--- src/rtl/priority_encoder_queue.sv ---
// Pending-request register with a registered priority encoder that presents one
// index at a time over a valid/ready output.
module priority_encoder_queue #(
   parameter  int N = 8,
   localparam int W = (N > 1) ? $clog2(N) : 1
) (
   input  logic         clk,
   input  logic         rst,
   input  logic         en,
   input  logic [N-1:0] req,
   input  logic         msb_first,
   input  logic         out_ready,
   output logic         out_valid,
   output logic [W-1:0] code,
   output logic [N-1:0] pending,
   output logic         collision
);

   // Handshake: an index is transferred on every rising edge where out_valid and
   // out_ready are both 1; code and out_valid are frozen while out_ready is 0.

   typedef enum logic {IDLE = 1'b0, HOLD = 1'b1} state_t;

   state_t       state_q;
   logic [N-1:0] pending_q, pending_d;
   logic [W-1:0] code_q;
   logic         out_valid_q;
   logic         collision_q, collision_d;
   logic         accept;
   logic [N-1:0] served;
   logic [N-1:0] captured;
   logic [N-1:0] remaining;

   function automatic logic [W-1:0] pick(input logic [N-1:0] v, input logic hi);
      logic [W-1:0] r;
      r = '0;
      for (int i = 0; i < N; i++) begin
         if (hi) begin
            if (v[i]) r = W'(i);
         end else if (v[N-1-i]) begin
            r = W'(N-1-i);
         end
      end
      return r;
   endfunction

   always_comb begin
      accept = out_valid_q & out_ready;
      served = '0;
      if (accept) served[code_q] = 1'b1;
      captured    = en ? req : '0;
      // Selection only ever looks at the registered set, never same-cycle req.
      remaining   = pending_q & ~served;
      pending_d   = remaining | captured;
      collision_d = |(captured & remaining);
   end

   always_ff @(posedge clk) begin
      if (rst) begin
         state_q     <= IDLE;
         pending_q   <= '0;
         code_q      <= '0;
         out_valid_q <= 1'b0;
         collision_q <= 1'b0;
      end else begin
         pending_q   <= pending_d;
         collision_q <= collision_d;
         case (state_q)
            IDLE: begin
               if (|pending_q) begin
                  code_q      <= pick(pending_q, msb_first);
                  out_valid_q <= 1'b1;
                  state_q     <= HOLD;
               end
            end
            HOLD: begin
               if (out_ready) begin
                  if (|remaining) begin
                     code_q <= pick(remaining, msb_first);
                  end else begin
                     code_q      <= '0;
                     out_valid_q <= 1'b0;
                     state_q     <= IDLE;
                  end
               end
            end
            default: begin
               state_q     <= IDLE;
               code_q      <= '0;
               out_valid_q <= 1'b0;
            end
         endcase
      end
   end

   assign out_valid = out_valid_q;
   assign code      = code_q;
   assign pending   = pending_q;
   assign collision = collision_q;

endmodule

--- config.mk ---
export PLATFORM = sky130hd
export DESIGN_NAME = priority_encoder_queue
export DESIGN_NICKNAME = d
export VERILOG_FILES = /design/src/rtl/priority_encoder_queue.sv
export SDC_FILE = /design/constraint.sdc
export NUM_CORES = 1
export LEC_CHECK = 0
export ABC_AREA = 1
export CELL_PAD_IN_SITES_DETAIL_PLACEMENT = 1
export CELL_PAD_IN_SITES_GLOBAL_PLACEMENT = 1
export CORE_MARGIN = 5
export CORE_UTILIZATION = 32
export CTS_CLUSTER_DIAMETER = 80
export DETAILED_ROUTE_END_ITERATION = 16
export PLACE_DENSITY_LB_ADDON = 0.1
export SYNTH_ARGS = -nofsm -noshare
export SYNTH_HDL_FRONTEND = slang
export SYNTH_SLANG_ARGS = --single-unit
--- constraint.sdc ---
create_clock -name clk -period 1.75 [get_ports clk]
set_input_delay 0.35 -clock clk [delete_from_list [all_inputs] [get_ports clk]]
set_output_delay 0.35 -clock clk [all_outputs]
set_load 0.01 [all_outputs]
# Word-level counts from Yosys, hierarchy flattened
# Cells that the tools add are included.
# totals
regBits,14
in_bits,13
# op_classes
n_reduce_logical,6
n_eq_ne,3
n_lt_le_gt_ge,2
muxes,72
bitwise,6
# ops
op,count
$mux W3,59
$reduce_or A8 Y1,3
$and A8 B8 Y8,2
$mux W8,2
$not A8 Y8,1
$or A8 B8 Y8,1
$mux W1,7
$ne A2 B2 Y1 const B,3
$pmux W3 S2,1
$lt A3 B4 Y1 const B,1
$pmux W1 S2,2
$demux W1 S3,1
$ge A3 B1 Y1 const B,1
$reduce_and A3 Y1,1
$reduce_and A2 Y1,1
$and A1 B1 Y1,1
$logic_and A1 B1 Y1,1
$not A1 Y1,1

# Depth between registers and ports, before layout
# depth
word_depth,30
depth_mapped,14
ltp_nobuf,14

# Least setup slack after synthesis
# Ideal clock, no wire load.
# synth_path
path_type,register to register
from,"reg code_q[0], in the netlist code[0]"
to,"reg code_q[2], in the netlist code[2]"
required_ps,1633
n_path_buf,0
arrival_ps,1385
synth_period_minus_slack_ps,1502
slack_ps,248
path_stages_with_launch,12
cell_sequence,dfxtp_1 nand3_2 o21ai_2 nand2_2 nor2_2 nand4_2 nand2_2 inv_2 nand2_1 nand2_1 nor2_1 nor2_1
# synth_between
elab_chain_len,30
elab_cells_between_ends,39
classes_between,2 x order compare; 33 x mux; 2 x bitwise; 2 x reduce/logical
# synth_lines
element,line_no,text
from (decl),26,logic [W-1:0] code_q;
from (signal assigned),71,"code_q <= pick(pending_q, msb_first);"
from (signal assigned),79,"code_q <= pick(remaining, msb_first);"
$lt A3 B4 Y1 (not written as such) / $ge A3 B1 Y1 (equally long branches),50,if (accept) served[code_q] = 1'b1;
$logic_and A1 B1 Y1 (not written as such),50,
$mux W1 (not written as such),50,
$demux W1 S3 *,50,
$mux W8 *,50,
$not A8 Y8 *,53,remaining = pending_q & ~served;
$and A8 B8 Y8 *,53,
$mux W3,40,end else if (v[N-1-i]) begin
(+14 left out),--,
$mux W3,38,if (hi) begin
$mux W3 (on tied branches),"40, 39",
$mux W3,38,
$mux W3 (on tied branches),"40, 39",
$mux W3,38,
$mux W3 *,78,if (|remaining) begin
$mux W3 *,77,if (out_ready) begin
$pmux W3 S2 *,68,case (state_q)
# Mark *: on every way between the ends. The rest lies on a longest branch, timed or not. The select of a mux whose other input is x is not followed.
# A chain may end at the register's enable or synchronous reset.

# Worst setup path after layout
# layout_path
from,"reg pending_q[7], in the netlist pending[7]"
to,out pending[7]
# layout_lines
element,line_no,text
from (decl),25,"logic [N-1:0] pending_q, pending_d;"
from (signal assigned),66,pending_q <= pending_d;
to (decl),15,"output logic [N-1:0] pending,"
# No word-level cell between the ends.

==> flow_results.xml <==
<?xml version="1.0" encoding="UTF-8"?>
<metrics>
  <group name="detailed_routing">
    <metric name="wire_per_inst" unit="um">14.61</metric>
    <metric name="drt-pass1-iter-count" unit="">4</metric>
    <metric name="route.antenna.remaining_nets" unit="">0</metric>
    <metric name="drc" unit="">0</metric>
    <metric name="drt_iter0_drc" unit="">57</metric>
    <metric name="routed_wl" unit="mm">3.916</metric>
    <metric name="viasPerCell" unit="">4.985</metric>
    <metric name="route.vias.total" unit="">1336</metric>
  </group>
  <group name="floorplanning">
    <metric name="chipWidth" unit="um">66</metric>
    <metric name="die_area" unit="mm2">0.004356</metric>
    <metric name="die_height" unit="um">66</metric>
    <metric name="design.core.area" unit="mm2">0.003028</metric>
    <metric name="initial_utilization" unit="%">33.14</metric>
    <metric name="io_pins" unit="">26</metric>
    <metric name="rows" unit="">20</metric>
  </group>
  <group name="layout">
    <metric name="finish.utilization" unit="%">51.57</metric>
    <metric name="fin_cells" unit="">268</metric>
    <metric name="drive_above_1_share" unit="%">23.21</metric>
    <metric name="n_antenna_cell" unit="">0</metric>
    <metric name="layout.filler_cells" unit="">422</metric>
    <metric name="area_growth" unit="%">55.61</metric>
    <metric name="finalNetCount" unit="">238</metric>
  </group>
  <group name="place">
    <metric name="numPortBuffers" unit="">25</metric>
    <metric name="dpl.cell_count" unit="">263</metric>
    <metric name="place.gp.congestion" unit="">0.9538</metric>
    <metric name="detailed_place_hpwl" unit="mm">3.199</metric>
  </group>
  <group name="clock_tree">
    <metric name="numClockSinks" unit="">14</metric>
    <metric name="cts.reportedPaths.clkPinSlew" unit="ns">0.10</metric>
    <metric name="max-clock-path-buffers" unit="">2</metric>
    <metric name="cts-htree-levels" unit="">1</metric>
    <metric name="cts_root_buffer" unit="">clkbuf_4</metric>
    <metric name="tritoncts" unit="">yes</metric>
    <metric name="clkLatencyLatePin" unit="ns">0.28</metric>
    <metric name="postCtsHoldBufs" unit="">0</metric>
    <metric name="cts_buffers" unit="">3</metric>
  </group>
  <group name="timing">
    <metric name="finalMaxSlewViolations" unit="">0</metric>
    <metric name="setup_viol" unit="">0</metric>
    <metric name="fmax" unit="GHz">0.5949</metric>
    <metric name="final.setup.tns" unit="ns">0</metric>
    <metric name="fin_crit_sh" unit="%">96.06</metric>
    <metric name="timing_hold_violations_final" unit="">0</metric>
    <metric name="timing.max_slew.rel_slack" unit="%">76.35</metric>
    <metric name="worst_tran_pin_value" unit="ns">0.3548</metric>
    <metric name="finalWorstPathRequiredPeriod" unit="ns">1.681</metric>
    <metric name="finalClockSkew" unit="ns">0.008206</metric>
  </group>
  <group name="min_path">
    <metric name="hold-path-endpoint" unit="">out_valid$_SDFFE_PP0P_</metric>
    <metric name="class_of_the_most_critical_hold_timing_path" unit="">reg2reg</metric>
    <metric name="min_delay_path_depth" unit="">2</metric>
    <metric name="worstHoldStart" unit="">out_valid$_SDFFE_PP0P_</metric>
  </group>
  <group name="synthesis">
    <metric name="ys_seq_area_share" unit="%">27.93</metric>
    <metric name="ys.flop_type" unit="">dfxtp_1</metric>
    <metric name="synth_area" unit="mm2">0.001003</metric>
    <metric name="synth.top_cell.area_share" unit="%">27.93</metric>
    <metric name="synthesis.area_per_instance" unit="um2">5.800</metric>
    <metric name="synthesis.yosys.warnings" unit="">0</metric>
    <metric name="yosysTopAreaCell" unit="">dfxtp_1</metric>
    <metric name="netlist-cell-type-count" unit="">24</metric>
    <metric name="synth-async-reset-ratio" unit="%">0</metric>
    <metric name="synth_area_leaders" unit="">dfxtp_1 28%, nand2_1 17%, a21oi_1 9.5%, nor2_1 9.4%, inv_1 9.0%</metric>
    <metric name="cell_with_the_most_instances_after_synthesis" unit="">nand2_1</metric>
    <metric name="synth.ff_latch_count" unit="">14</metric>
    <metric name="synthTopCellsByCount" unit="">45 x nand2_1, 25 x nor2_1, 24 x inv_1</metric>
    <metric name="post_synth_inst_count" unit="">173</metric>
    <metric name="synth-edff-count" unit="">0</metric>
    <metric name="synthesis.nets" unit="">186</metric>
  </group>
  <group name="setup_path">
    <metric name="cp_num_buf_inv" unit="">2</metric>
    <metric name="timing.rr.end" unit="">code[2]$_SDFFE_PP0P_</metric>
    <metric name="timing.critical_path.fanout_max" unit="">5</metric>
    <metric name="cp-end-kind" unit="">output pin</metric>
    <metric name="cp.arrival" unit="ns">1.33</metric>
    <metric name="crit_required" unit="ns">1.40</metric>
    <metric name="critPathLaunchType" unit="">register</metric>
    <metric name="crit_path_cell_trace" unit="">buf_4, clkdlybuf4s50_1</metric>
    <metric name="critical-path-top-delay-family" unit="">buffers and inverters</metric>
    <metric name="rr_worst_depth" unit="">8</metric>
    <metric name="crit_path_max_incr_delay" unit="ns">0.54</metric>
    <metric name="reg2reg_slack" unit="ns">0.13</metric>
    <metric name="timing.rr.start" unit="">pending[6]$_SDFF_PP0_</metric>
    <metric name="setup.worst_path.class" unit="">reg2out</metric>
    <metric name="cpMaxStageDelayCell" unit="">clkdlybuf4s50_1</metric>
  </group>
  <group name="global_routing">
    <metric name="grt_first_pass_wirelength" unit="mm">6.417</metric>
    <metric name="grt-ovfl-total" unit="">0</metric>
    <metric name="grt.busiest_layer" unit="">met2</metric>
    <metric name="grt_pass1_vias" unit="">1423</metric>
    <metric name="grt_start_max_net_pins" unit="">12</metric>
    <metric name="grt_use_met1" unit="%">24.59</metric>
    <metric name="antenna_found_initial" unit="">0</metric>
    <metric name="global_router_s_overall_resource_usage" unit="%">18.88</metric>
    <metric name="gr-usage-met2" unit="%">33.79</metric>
    <metric name="use_met3" unit="%">2.551</metric>
  </group>
  <group name="flow_run">
    <metric name="maxCapViolations" unit="">0</metric>
  </group>
  <group name="power">
    <metric name="powerDensity" unit="mW/mm2">713.8</metric>
    <metric name="leakagePower" unit="nW">0.7130</metric>
    <metric name="max-vdd-ir-drop" unit="mV">0.4329</metric>
  </group>
  <group name="outcome">
    <metric name="outcome" unit="">completed</metric>
  </group>
</metrics>
[cell type report]
type | instances | area (um2) | share of cell area (%)
well taps | 44 | 55.05 | 3.526
flip-flops and latches | 14 | 290.3 | 18.59
multi-input cells | 130 | 644.4 | 41.27
inverters | 26 | 97.59 | 6.250
repair buffers | 50 | 437.9 | 28.04
clock buffers | 4 | 36.28 | 2.324
[metal layers]
layer  wire length, um  up-vias
met5                 0        -
met4                15        0
met3                93        2
met2              2006       23
met1              1800      644
li1                  -      667
[worst max path at each step]
stage	startpoint	to	slack [ns]	cells after the start
floorplan	code[0]$_SDFFE_PP0P_	code[2]$_SDFFE_PP0P_	0.25	11
detailed placement	out_ready	code[2]$_SDFFE_PP0P_	-0.41	14
finish	pending[7]$_SDFF_PP0_	pending[7]	0.07	2
global placement	out_ready	code[0]$_SDFFE_PP0P_	-0.29	15
CTS	out_valid$_SDFFE_PP0P_	code[2]$_SDFFE_PP0P_	0.03	13
global route	pending[6]$_SDFF_PP0_	code[0]$_SDFFE_PP0P_	-0.05	8
[power by group]
group          switching (W)  internal (W)  leakage, nW
registers          0.0000489      0.000359        0.118
logic               0.000254      0.000214        0.574
clock network       0.000113      0.000126       0.0210
[registers in the layout, summed over array words and instances, names as in the netlist]
signal and flops:
pending 8, out_valid 1, state_q 1, collision 1, code 3
[worst min-delay path, stage by stage, from the launching register on]
cell and delay [ns]:
dfxtp_4 0.38, o21ai_1 0.07, a21oi_1 0.07
[through the flow]
stage / instance area (um2) / setup slack (ns) / hold slack, ns / total power (W)
floorplan: 1003 / 0.2483 / 0.4191 / 0.0006301
global placement: 1478 / -0.2910 / 0.5765 / 0.0008408
detailed placement: 1478 / -0.4118 / 0.5651 / 0.0008509
CTS: 1513 / 0.02503 / 0.5782 / 0.001090
global route: 1562 / -0.04762 / 0.5774 / 0.001191
finish: 1562 / 0.06894 / 0.5540 / 0.001115
[what timing repair did]
| item | 4_1_cts | 5_1_grt |
|---|---|---|
| pin swaps | 0 | 1 |
| endpoints found under the setup margin | 5 | 3 |
| gates resized for setup | 1 | 17 |
| buffers inserted | 0 | 1 |
[kinds of logic after synthesis]
logic type	after synthesis	share of synthesized area, %
AOI/OAI and AO/OA	39	22.69
buffers and inverters	29	10.85
and+or+nand+nor	91	38.53
DFF	14	27.93
[placed cells by master (no fill, tap or decap), types with 3 or more instances in the layout]
cell / n
a21oi_1: 19
buf_4: 25
clkbuf_4: 3
clkdlybuf4s50_1: 24
dfxtp_1: 10
inv_1: 23
nand2_1: 42
nand2_2: 6
nand3_1: 11
nor2_1: 21
nor2_2: 4
nor3_1: 3
o21ai_0: 5
o21ai_2: 3
o22ai_1: 4
Note: power is estimated with default switching activity, not from simulation.
